===== src/rtl/uart_txfsm_gen_if.sv =====
// TX FIFO read port seen by the UART transmit engine.
//
// Handshake: fifo_data is valid whenever fifo_empty is low (first-word
// fall-through). The engine pulses fifo_rd high for exactly one cycle to pop
// the head entry; it only does so after sampling fifo_empty low, and never
// more than once per character.
interface uart_txfsm_gen_if #(
   parameter int DATA_W = 9
);
   logic              fifo_empty;
   logic              fifo_rd;
   logic [DATA_W-1:0] fifo_data;

   // Transmit engine side: consumes data, issues the pop.
   modport master (
      input  fifo_empty,
      input  fifo_data,
      output fifo_rd
   );

   // FIFO side: presents the head entry, receives the pop.
   modport slave (
      output fifo_empty,
      output fifo_data,
      input  fifo_rd
   );
endinterface


===== src/rtl/uart_txfsm_gen.sv =====
// Parametrised UART transmit engine.
// Pulls characters from a first-word-fall-through TX FIFO and serialises them
// onto the txd line: start bit, 5..DATA_W data bits LSB first, optional
// even/odd/mark/space parity, then 1, 1.5 or 2 stop bits. Also generates a
// line break on request and reports busy/done status.
// Every state change and so update happens on a divider tick (one per bit
// period of OVS clocks). The only exception is 1.5 stop bits, where the
// divider is preloaded to OVS/2 on entry to STOP2 so that the second stop
// period is half a bit long.
module uart_txfsm_gen #(
   parameter int DATA_W = 9,
   parameter int OVS    = 16,
   parameter int CNT_W  = $clog2(OVS)
) (
   input  logic                    baud_clk_16x,
   input  logic                    reset_n,
   input  logic                    cfg_tx_enable,
   input  logic [3:0]              cfg_char_len,
   input  logic [1:0]              cfg_stop_bit,
   input  logic [2:0]              cfg_pri_mod,
   input  logic                    cfg_break,
   uart_txfsm_gen_if.master        fifo,
   output logic                    tx_busy,
   output logic                    tx_done,
   output logic                    so,
   output logic [2:0]              dbg_state
);

   // Character length is carried in 4 bits, so DATA_W is at most 15.
   localparam logic [3:0]       LEN_MIN  = 4'd5;
   localparam logic [3:0]       LEN_MAX  = 4'(DATA_W);
   localparam logic [CNT_W-1:0] DIV_LAST = CNT_W'(OVS - 1);
   localparam logic [CNT_W-1:0] DIV_HALF = CNT_W'(OVS / 2);

   typedef enum logic [2:0] {
      S_IDLE  = 3'd0,
      S_START = 3'd1,
      S_DATA  = 3'd2,
      S_PAR   = 3'd3,
      S_STOP1 = 3'd4,
      S_STOP2 = 3'd5,
      S_BREAK = 3'd6
   } state_t;

   // Registered state and outputs.
   state_t              state_q,   state_d;
   logic                so_q,      so_d;
   logic                fifo_rd_q, fifo_rd_d;
   logic                tx_done_q, tx_done_d;
   logic [CNT_W-1:0]    divcnt_q,  divcnt_d;
   logic [3:0]          bitcnt_q,  bitcnt_d;
   logic [DATA_W-1:0]   shift_q,   shift_d;

   // Per-frame configuration captured when the start bit begins, so that
   // configuration writes mid-frame only affect the next character.
   logic [3:0]          len_q,     len_d;
   logic [1:0]          stop_q,    stop_d;
   logic                par_en_q,  par_en_d;
   logic                par_bit_q, par_bit_d;

   // Set while the mark period after a break is being sent through STOP1;
   // that exit behaves as a single stop bit and raises no tx_done.
   logic                brk_q,     brk_d;

   // Helpers for the frame-load decision.
   logic                tick;
   logic                eval_idle;
   logic [3:0]          len_eff;
   logic [DATA_W-1:0]   data_mask;
   logic [DATA_W-1:0]   data_masked;
   logic                par_bit_new;

   // End of the current bit period.
   assign tick = (divcnt_q == DIV_LAST);

   // Clamp the requested character length into 5..DATA_W.
   always_comb begin
      len_eff = cfg_char_len;
      if (cfg_char_len < LEN_MIN) begin
         len_eff = LEN_MIN;
      end else if (cfg_char_len > LEN_MAX) begin
         len_eff = LEN_MAX;
      end
   end

   // Keep only the low len_eff bits of the FIFO head.
   always_comb begin
      data_mask = '0;
      for (int i = 0; i < DATA_W; i++) begin
         data_mask[i] = (i < int'(len_eff));
      end
   end

   assign data_masked = fifo.fifo_data & data_mask;

   // Parity bit for the character about to be loaded; upper bit of
   // cfg_pri_mod enables parity, lower bits pick even/odd/mark/space.
   always_comb begin
      par_bit_new = 1'b0;
      case (cfg_pri_mod[1:0])
         2'b00:   par_bit_new = ^data_masked;
         2'b01:   par_bit_new = ~(^data_masked);
         2'b10:   par_bit_new = 1'b1;
         default: par_bit_new = 1'b0;
      endcase
   end

   // Next-state, divider and output logic of the transmit FSM.
   always_comb begin
      state_d   = state_q;
      so_d      = so_q;
      fifo_rd_d = 1'b0;
      tx_done_d = 1'b0;
      divcnt_d  = tick ? '0 : divcnt_q + 1'b1;
      bitcnt_d  = bitcnt_q;
      shift_d   = shift_q;
      len_d     = len_q;
      stop_d    = stop_q;
      par_en_d  = par_en_q;
      par_bit_d = par_bit_q;
      brk_d     = brk_q;
      eval_idle = 1'b0;

      if (tick) begin
         case (state_q)
            S_IDLE: begin
               eval_idle = 1'b1;
            end

            S_START: begin
               state_d  = S_DATA;
               so_d     = shift_q[0];
               shift_d  = shift_q >> 1;
               bitcnt_d = 4'd1;
            end

            S_DATA: begin
               if (bitcnt_q < len_q) begin
                  so_d     = shift_q[0];
                  shift_d  = shift_q >> 1;
                  bitcnt_d = bitcnt_q + 1'b1;
               end else if (par_en_q) begin
                  state_d = S_PAR;
                  so_d    = par_bit_q;
               end else begin
                  state_d = S_STOP1;
                  so_d    = 1'b1;
               end
            end

            S_PAR: begin
               state_d = S_STOP1;
               so_d    = 1'b1;
            end

            S_STOP1: begin
               if (brk_q) begin
                  brk_d     = 1'b0;
                  eval_idle = 1'b1;
               end else if (stop_q == 2'b00) begin
                  tx_done_d = 1'b1;
                  eval_idle = 1'b1;
               end else begin
                  state_d = S_STOP2;
                  so_d    = 1'b1;
                  if (stop_q == 2'b01) begin
                     divcnt_d = DIV_HALF;
                  end
               end
            end

            S_STOP2: begin
               tx_done_d = 1'b1;
               eval_idle = 1'b1;
            end

            S_BREAK: begin
               // so is held low for as long as the break is requested.
               if (!cfg_break) begin
                  state_d = S_STOP1;
                  so_d    = 1'b1;
                  brk_d   = 1'b1;
               end
            end

            default: begin
               state_d = S_IDLE;
               so_d    = 1'b1;
            end
         endcase
      end

      // IDLE decision, shared by IDLE itself and by the stop-bit exits so
      // that a queued character starts with no idle gap.
      if (eval_idle) begin
         if (cfg_break) begin
            state_d = S_BREAK;
            so_d    = 1'b0;
         end else if (!fifo.fifo_empty) begin
            state_d   = S_START;
            so_d      = 1'b0;
            fifo_rd_d = 1'b1;
            shift_d   = data_masked;
            len_d     = len_eff;
            stop_d    = cfg_stop_bit;
            par_en_d  = cfg_pri_mod[2];
            par_bit_d = par_bit_new;
         end else begin
            state_d = S_IDLE;
            so_d    = 1'b1;
         end
      end

      // Disabled: hold everything at its reset value, abandoning any frame.
      if (!cfg_tx_enable) begin
         state_d   = S_IDLE;
         so_d      = 1'b1;
         fifo_rd_d = 1'b0;
         tx_done_d = 1'b0;
         divcnt_d  = '0;
         bitcnt_d  = '0;
         shift_d   = '0;
         brk_d     = 1'b0;
      end
   end

   // State and output registers.
   always_ff @(posedge baud_clk_16x or negedge reset_n) begin
      if (!reset_n) begin
         state_q   <= S_IDLE;
         so_q      <= 1'b1;
         fifo_rd_q <= 1'b0;
         tx_done_q <= 1'b0;
         divcnt_q  <= '0;
         bitcnt_q  <= '0;
         shift_q   <= '0;
         len_q     <= LEN_MIN;
         stop_q    <= 2'b00;
         par_en_q  <= 1'b0;
         par_bit_q <= 1'b0;
         brk_q     <= 1'b0;
      end else begin
         state_q   <= state_d;
         so_q      <= so_d;
         fifo_rd_q <= fifo_rd_d;
         tx_done_q <= tx_done_d;
         divcnt_q  <= divcnt_d;
         bitcnt_q  <= bitcnt_d;
         shift_q   <= shift_d;
         len_q     <= len_d;
         stop_q    <= stop_d;
         par_en_q  <= par_en_d;
         par_bit_q <= par_bit_d;
         brk_q     <= brk_d;
      end
   end

   assign so           = so_q;
   assign tx_done      = tx_done_q;
   assign tx_busy      = (state_q != S_IDLE);
   assign fifo.fifo_rd = fifo_rd_q;
   assign dbg_state    = state_q;

endmodule


===== src/flat_wrapper.sv =====
// flat-port wrapper written by rule: the top's interface ports become plain ports
module uart_txfsm_gen_flat 
#(
   parameter int DATA_W = 9,
   parameter int OVS    = 16,
   parameter int CNT_W  = $clog2(OVS)
)
  (baud_clk_16x, reset_n, cfg_tx_enable, cfg_char_len, cfg_stop_bit, cfg_pri_mod, cfg_break, tx_busy, tx_done, so, dbg_state, fifo_fifo_empty, fifo_fifo_data, fifo_fifo_rd);
  uart_txfsm_gen_if #(.DATA_W(DATA_W)) fifo_i ();
  input  logic baud_clk_16x;
  input  logic reset_n;
  input  logic cfg_tx_enable;
  input  logic [3:0] cfg_char_len;
  input  logic [1:0] cfg_stop_bit;
  input  logic [2:0] cfg_pri_mod;
  input  logic cfg_break;
  output logic tx_busy;
  output logic tx_done;
  output logic so;
  output logic [2:0] dbg_state;
  input wire logic [$bits(fifo_i.fifo_empty)-1:0] fifo_fifo_empty;
  input wire logic [$bits(fifo_i.fifo_data)-1:0] fifo_fifo_data;
  output wire logic [$bits(fifo_i.fifo_rd)-1:0] fifo_fifo_rd;
  assign fifo_i.fifo_empty = fifo_fifo_empty;
  assign fifo_i.fifo_data = fifo_fifo_data;
  assign fifo_fifo_rd = fifo_i.fifo_rd;
  uart_txfsm_gen #(.DATA_W(DATA_W), .OVS(OVS), .CNT_W(CNT_W)) u_core (.baud_clk_16x(baud_clk_16x), .reset_n(reset_n), .cfg_tx_enable(cfg_tx_enable), .cfg_char_len(cfg_char_len), .cfg_stop_bit(cfg_stop_bit), .cfg_pri_mod(cfg_pri_mod), .cfg_break(cfg_break), .fifo(fifo_i), .tx_busy(tx_busy), .tx_done(tx_done), .so(so), .dbg_state(dbg_state));
endmodule

===== config.mk =====
export PLATFORM = sky130hd
export DESIGN_NAME = uart_txfsm_gen_flat
export DESIGN_NICKNAME = d
export VERILOG_FILES = /design/src/rtl/uart_txfsm_gen_if.sv /design/src/rtl/uart_txfsm_gen.sv /design/src/flat_wrapper.sv
export SDC_FILE = /design/constraint.sdc
export NUM_CORES = 1
export LEC_CHECK = 0
export ABC_AREA = 1
export BUFFER_PORTS_ARGS = -buffer_cell sky130_fd_sc_hd__buf_2
export CAP_MARGIN = 40
export CORE_UTILIZATION = 35
export CTS_BUF_LIST = sky130_fd_sc_hd__clkbuf_4
export CTS_CLUSTER_DIAMETER = 120
export DETAILED_ROUTE_END_ITERATION = 8
export PLACE_DENSITY = 0.51
export SYNTH_ARGS = -nofsm -noshare
export SYNTH_HDL_FRONTEND = slang
export SYNTH_SLANG_ARGS = --single-unit

===== constraint.sdc =====
create_clock -name baud_clk_16x -period 1.6 [get_ports baud_clk_16x]
set_input_delay 0.16 -clock baud_clk_16x [delete_from_list [all_inputs] [get_ports baud_clk_16x]]
set_output_delay 0.16 -clock baud_clk_16x [all_outputs]
set_load 0.03 [all_outputs]

# Word-level counts from Yosys, hierarchy flattened
# Index checks and enable logic that the tools add are counted.
# word_totals
regBits	32
input_bits	23
out_inout_bits	7
elab_cells	120
# op_classes
addsub	2
n_lt_le_gt_ge	12
n_eq_ne	21
mux	58
n_bitwise	4
n_reduce_logical	11
# ops
operator	count
9-bit 2-to-1 mux	6
4-bit 2-to-1 mux	12
3-bit 2-to-1 mux	9
1-bit 2-to-1 mux	23
3-bit case mux with 6 select lines	1
9-bit case mux with 2 select lines	1
3-bit by 4-bit < comparator with 1-bit output, first input constant	4
4-bit by 3-bit != test with 1-bit output, second input constant	3
9-bit AND	1
3-bit == test, second input constant	3
3-bit by 1-bit != test with 1-bit output, second input constant	3
3-bit AND reduction	3
9-bit XOR reduction	1
4-bit by 1-bit adder with 4-bit output, second input constant	2
1-bit by 4-bit < comparator with 1-bit output, first input constant	2
2-bit by 4-bit < comparator with 1-bit output, first input constant	2
4-bit case mux with 2 select lines	1
3-bit by 2-bit == test with 1-bit output, second input constant	2
3-bit by 2-bit != test with 1-bit output, second input constant	2
1-bit case mux with 2 select lines	3
6-bit AND reduction	1
1-bit case mux with 5 select lines	1
5-bit AND reduction	1
2-bit by 1-bit == test with 1-bit output, second input constant	2
other kinds (16)	19

# Depth between registers and ports, before layout
# depth
word_depth	9
ltp_mapped	14
ltp_nobuf	13

# Least setup slack after synthesis
# No wires, ideal clock.
# synth_path
kind	register to register
start	register u_core.state_q[1] (netlist: u_core.dbg_state[1])
end	register u_core.shift_q[0]
setup_time_ps	119
t_arrival_ps	1665
required_ps	1481
slack_ps	-183
path_stages_with_launch	10
n_path_buf	1
period_less_slack_ps	1783
path_cell_list	dfrtp_1 nor2_2 nand2_1 nand3b_4 nand3_4 nor2_4 inv_2 buf_6 o21ai_1 nor2_1
# synth_via
elab_chain_cells	7
elab_cells_between_ends	14
classes_between	4 x eq/ne; 8 x mux; 2 x reduce/logical
# synth_lines
element	line	source
start: declaration	uart_txfsm_gen.sv:46	state_t state_q, state_d;
start signal: assignment	uart_txfsm_gen.sv:243	state_q <= state_d;
3-bit by 2-bit == test with 1-bit output or 3-bit by 1-bit == test with 1-bit output (tied branches)	uart_txfsm_gen.sv:125	case (state_q)
9-bit case mux with 2 select lines	uart_txfsm_gen.sv:125	
9-bit 2-to-1 mux	uart_txfsm_gen.sv:124	if (tick) begin
9-bit 2-to-1 mux	uart_txfsm_gen.sv:199	end else if (!fifo.fifo_empty) begin
9-bit 2-to-1 mux	uart_txfsm_gen.sv:196	if (cfg_break) begin
9-bit 2-to-1 mux (*)	uart_txfsm_gen.sv:195	if (eval_idle) begin
9-bit 2-to-1 mux (*)	uart_txfsm_gen.sv:215	if (!cfg_tx_enable) begin
named net u_core.shift_d[0]	uart_txfsm_gen.sv:52	logic [DATA_W-1:0] shift_q, shift_d;
end signal: assignment	uart_txfsm_gen.sv:249	shift_q <= shift_d;
end: declaration	uart_txfsm_gen.sv:52	
# Mark *: on every way through the listed nets, which the timed path passes. The rest lies on a longest branch.
# A chain may end at the register's enable or synchronous reset.

# Worst setup path after layout
# layout_path
start	register u_core.bitcnt_q[1]
end	register u_core.shift_q[1]
# layout_via
elab_chain_cells	8
# layout_lines
element	line	source
start: declaration	uart_txfsm_gen.sv:51	logic [3:0] bitcnt_q, bitcnt_d;
start signal: assignment	uart_txfsm_gen.sv:248	bitcnt_q <= bitcnt_d;
4-bit < comparator (*)	uart_txfsm_gen.sv:138	if (bitcnt_q < len_q) begin
9-bit 2-to-1 mux (*)	uart_txfsm_gen.sv:138	
9-bit case mux with 2 select lines (*)	uart_txfsm_gen.sv:125	
9-bit 2-to-1 mux (*)	uart_txfsm_gen.sv:124	
9-bit 2-to-1 mux	uart_txfsm_gen.sv:199	
9-bit 2-to-1 mux	uart_txfsm_gen.sv:196	
9-bit 2-to-1 mux (*)	uart_txfsm_gen.sv:195	
9-bit 2-to-1 mux (*)	uart_txfsm_gen.sv:215	
named net u_core.shift_d[1]	uart_txfsm_gen.sv:52	
# Marks and branches as above.

==> results_dict.tcl <==
set metrics [dict create \
    r2r_slack_ns -0.05 \
    clkPwrFrac_pct 27.1 \
    power.density_nw_per_um2 614.8 \
    async_reset_ff_share_pct 100.0 \
    avgViaCountPerCell 4.751 \
    regToRegStartpoint "u_core.bitcnt_q[1]$_DFFE_PN0P_" \
    synth_compound_area_share_pct 10.73 \
    regToRegEndpoint "u_core.shift_q[1]$_DFF_PN0_" \
    nets 396 \
    num_rows 27 \
    netlist_instances 298 \
    synth_flop_cell "dfrtp_1" \
    coreArea_um2 5642 \
    clk-insertion-delay-late_ns 0.33 \
    antenna_cells 0 \
    min_period_ns 1.649 \
    finalClockSkew_ns 0.01113 \
    tightest_slew_ns 0.2271 \
    grt_pass1_vias 1908 \
    cts_buffers 5 \
    synth_mux_area_share_pct 0 \
    power.share.combinational_pct 23.5 \
    drc 0 \
    ys_ff_latch 32 \
    dpl.hpwl_um 3745 \
    synth_top_family_by_area "simple AND/OR/NAND/NOR gates" \
    synth-xor-area-share_pct 0.8393 \
    synth-edff-count 0 \
    min_to "u_core.stop_q[0]$_DFFE_PN0P_" \
    io_buffers 29 \
    crit_fanout 7 \
    path_clk_slew_ns 0.10 \
    drtIter0Drc 70 \
    synthSimpleGateAreaFrac_pct 36.63 \
    cts_root_buffer "clkbuf_4" \
    antenna_left 0 \
    intPower_w 0.001169 \
    maxCapViolCount 0 \
    grt_pass1_wl_um 8369 \
    antenna_found_initial 0 \
    synth_top_area_share_pct 34.77 \
    synth-seq-area-share_pct 38.55 \
    startpoint_type "flip-flop" \
    hold_path_depth 3 \
    drt_wl_total_um 5125 \
    path_class "flip-flop to flip-flop" \
    hp-start "cfg_stop_bit[0]" \
    final_util_pct 49.41 \
    drive_above_1_share_pct 34.42 \
    yosys_warnings 0 \
    grt_remaining_overflow 0 \
    final-instance-count-excl-fill 441 \
    drt_pre_antenna_iters 6 \
    placed_area_um2 2517 \
    synth.cell_area_um2 2087 \
    totalPowerFinal_w 0.001714 \
    dp.cells 424 \
    r2r_cells 12 \
    syn_area_per_cell_um2 7.003 \
    hold_viol 0 \
    setup_viol 12 \
    gp_congestion 0.7210 \
    rsz0062_at_grt "yes" \
    die_w_um 79.22 \
    synth_cell_type_count 32 \
    swShare_pct 31.80 \
    hold_path_class "input port to flip-flop" \
    initial_core_util_pct 36.99 \
    yosys-top-cells-area "dfrtp_1 (35%), nand2_1 (19%), inv_1 (6.1%), nand3_1 (5.5%), nor2_1 (4.9%)" \
    p_sw_w 0.0005450 \
    grt_start_max_net_pins 33 \
    fmax_ghz 0.6063 \
    cts_tree "built" \
    status "complete, but fails checks" \
    synthAdderAreaFrac_pct 2.998 \
    seqPwrFrac_pct 49.5 \
    ioPinCount 30 \
    htreeDepth 2 \
    end_kind "flip-flop" \
    yosys.area.top_type "dfrtp_1" \
    period_share_pct 103.1 \
    syn-num-nets 326 \
    ctsLongestPathBuffers 2 \
    final_max_slew_viol_count 0 \
    finish.instance_area_um2 2788 \
    slew-limit-headroom_pct 84.72 \
    grt_usage_pct 16.97 \
    failed_checks "negative setup slack" \
    holdWs_ns 0.02823 \
    p_leak_nw 1.508 \
    ir_drop_mv 0.2303 \
    crit_required_ns 1.83 \
    setup_slack_ns -0.04925 \
    wl_per_cell_um 11.62 \
    cts.sinks 32 \
    die_area_um2 6276 \
    area_growth_syn_to_layout_pct 33.57 \
    arrival_ns 1.88 \
    num_vias 2095 \
    die_y_um 79.22 \
]
-- cells by family (layout without fill, tap and decap cells) --
kind of cell,count (synthesis),after routing
XOR/XNOR,2,2
buffers and inverters,47,118
adder cells (fa/ha/maj),5,5
AND/OR/NAND/NOR,173,173
AO/OA/AOI/OAI,39,39
flip-flops,32,32
-- worst max-delay path: stages, from the launching register on --
cell and delay [ns]:
dfrtp_1 0.40, ha_1 0.30, o21ai_1 0.08, nand2_1 0.08, nand3_2 0.06, nand2_2 0.07, nand2_2 0.09, nand2_4 0.07
buf_6 0.14, nand2_1 0.05, nand2_1 0.05, nor2_1 0.11, nor2_1 0.05
-- sequential cells by signal, indices dropped and copies added, names as in the netlist --
signal	cells
u_core.shift_q	9
u_core.bitcnt_q	4
u_core.divcnt_q	4
u_core.len_q	4
u_core.dbg_state	3
u_core.stop_q	2
u_core.brk_q	1
u_core.fifo.fifo_rd	1
u_core.par_bit_q	1
u_core.par_en_q	1
u_core.so	1
u_core.tx_done	1
-- power by group through the flow --
stage / sequential, W / clock, W / combinational (W)
floorplan: 0.000884 / 0 / 0.000198
global placement: 0.000862 / 0 / 0.000381
detailed placement: 0.000862 / 0 / 0.000382
CTS: 0.000847 / 0.000487 / 0.000391
global route: 0.000851 / 0.000522 / 0.000450
finish: 0.000848 / 0.000464 / 0.000402
-- routing by layer --
metal / up-vias / track usage, % / routed length, um
met5: - / 0 / 0
met1: 952 / 21.42 / 2469
li1: 1092 / - / -
met4: 0 / 5.273 / 48
met2: 45 / 28.71 / 2427
met3: 6 / 3.678 / 179
-- metrics by stage --
step | TNS [ns] | setup slack [ns]
after floorplan | 0 | 0.0008969
after global routing | -2.268 | -0.1515
final | -0.2550 | -0.04925
after CTS | -0.3608 | -0.06105
after detailed placement | -1.078 | -0.1089
after global placement | -0.6317 | -0.07329
-- how the worst max path moves through the flow --
stage	from	end	slack (ns)	depth (start not counted)
final	u_core.bitcnt_q[1]$_DFFE_PN0P_	u_core.shift_q[1]$_DFF_PN0_	-0.05	12
after global routing	u_core.bitcnt_q[1]$_DFFE_PN0P_	u_core.shift_q[3]$_DFF_PN0_	-0.15	12
after CTS	u_core.bitcnt_q[1]$_DFFE_PN0P_	u_core.shift_q[4]$_DFF_PN0_	-0.06	12
after detailed placement	u_core.len_q[2]$_DFFE_PN1P_	u_core.shift_q[3]$_DFF_PN0_	-0.11	11
after global placement	u_core.divcnt_q[0]$_DFF_PN0_	u_core.dbg_state[1]$_DFFE_PN0P_	-0.07	11
after floorplan	u_core.len_q[2]$_DFFE_PN1P_	u_core.shift_q[0]$_DFF_PN0_	0.0009	11
-- area by class of cell --
| type | instances | area [um^2] |
|---|---|---|
| Inverter | 40 | 155.1 |
| Clock buffer | 6 | 45.04 |
| Fill cell | 555 | 2854 |
| Tap cell | 72 | 90.09 |
| Clock inverter | 2 | 11.26 |
| Timing Repair Buffer | 70 | 508.0 |
| Multi-Input combinational cell | 219 | 1170 |
| Sequential cell | 32 | 808.3 |
-- synth_stat cells, types with 3 or more instances --
cell type	instances
a21oi_1	5
buf_6	3
dfrtp_1	29
dfstp_2	3
ha_1	5
inv_1	34
inv_2	6
nand2_1	105
nand3_1	23
nand4_1	5
nor2_1	27
o21ai_0	17
o21ai_1	7
o21ai_2	3
-- placed cells by master, fill, tap and decap left out, types with 2 or more instances in the layout --
master	instances
nor2_2	4
xor2_1	2
inv_4	2
inv_2	8
a31oi_1	2
dfrtp_1	26
o21ai_1	10
o211ai_1	2
nand2_1	96
clkbuf_4	6
a21oi_2	3
nand2_4	2
dfstp_2	3
buf_6	4
nor2_4	2
ha_1	3
o21ai_0	12
inv_1	30
nor2_1	25
buf_2	29
nand2_2	8
a21oi_1	2
o21ai_2	5
buf_4	33
nand3_1	21
nand3_2	4
dfrtp_2	3
nand4_1	5
-- repair_timing --
item	4_1_cts	5_1_grt
hold buffers	1	0
hold endpoints to repair	32	0
pin swaps	12	18
cloned	0	1
buffers inserted	2	5
gates resized for setup	18	24
setup endpoints to repair	18	22
No activity file was read; power rests on OpenSTA's default activity.
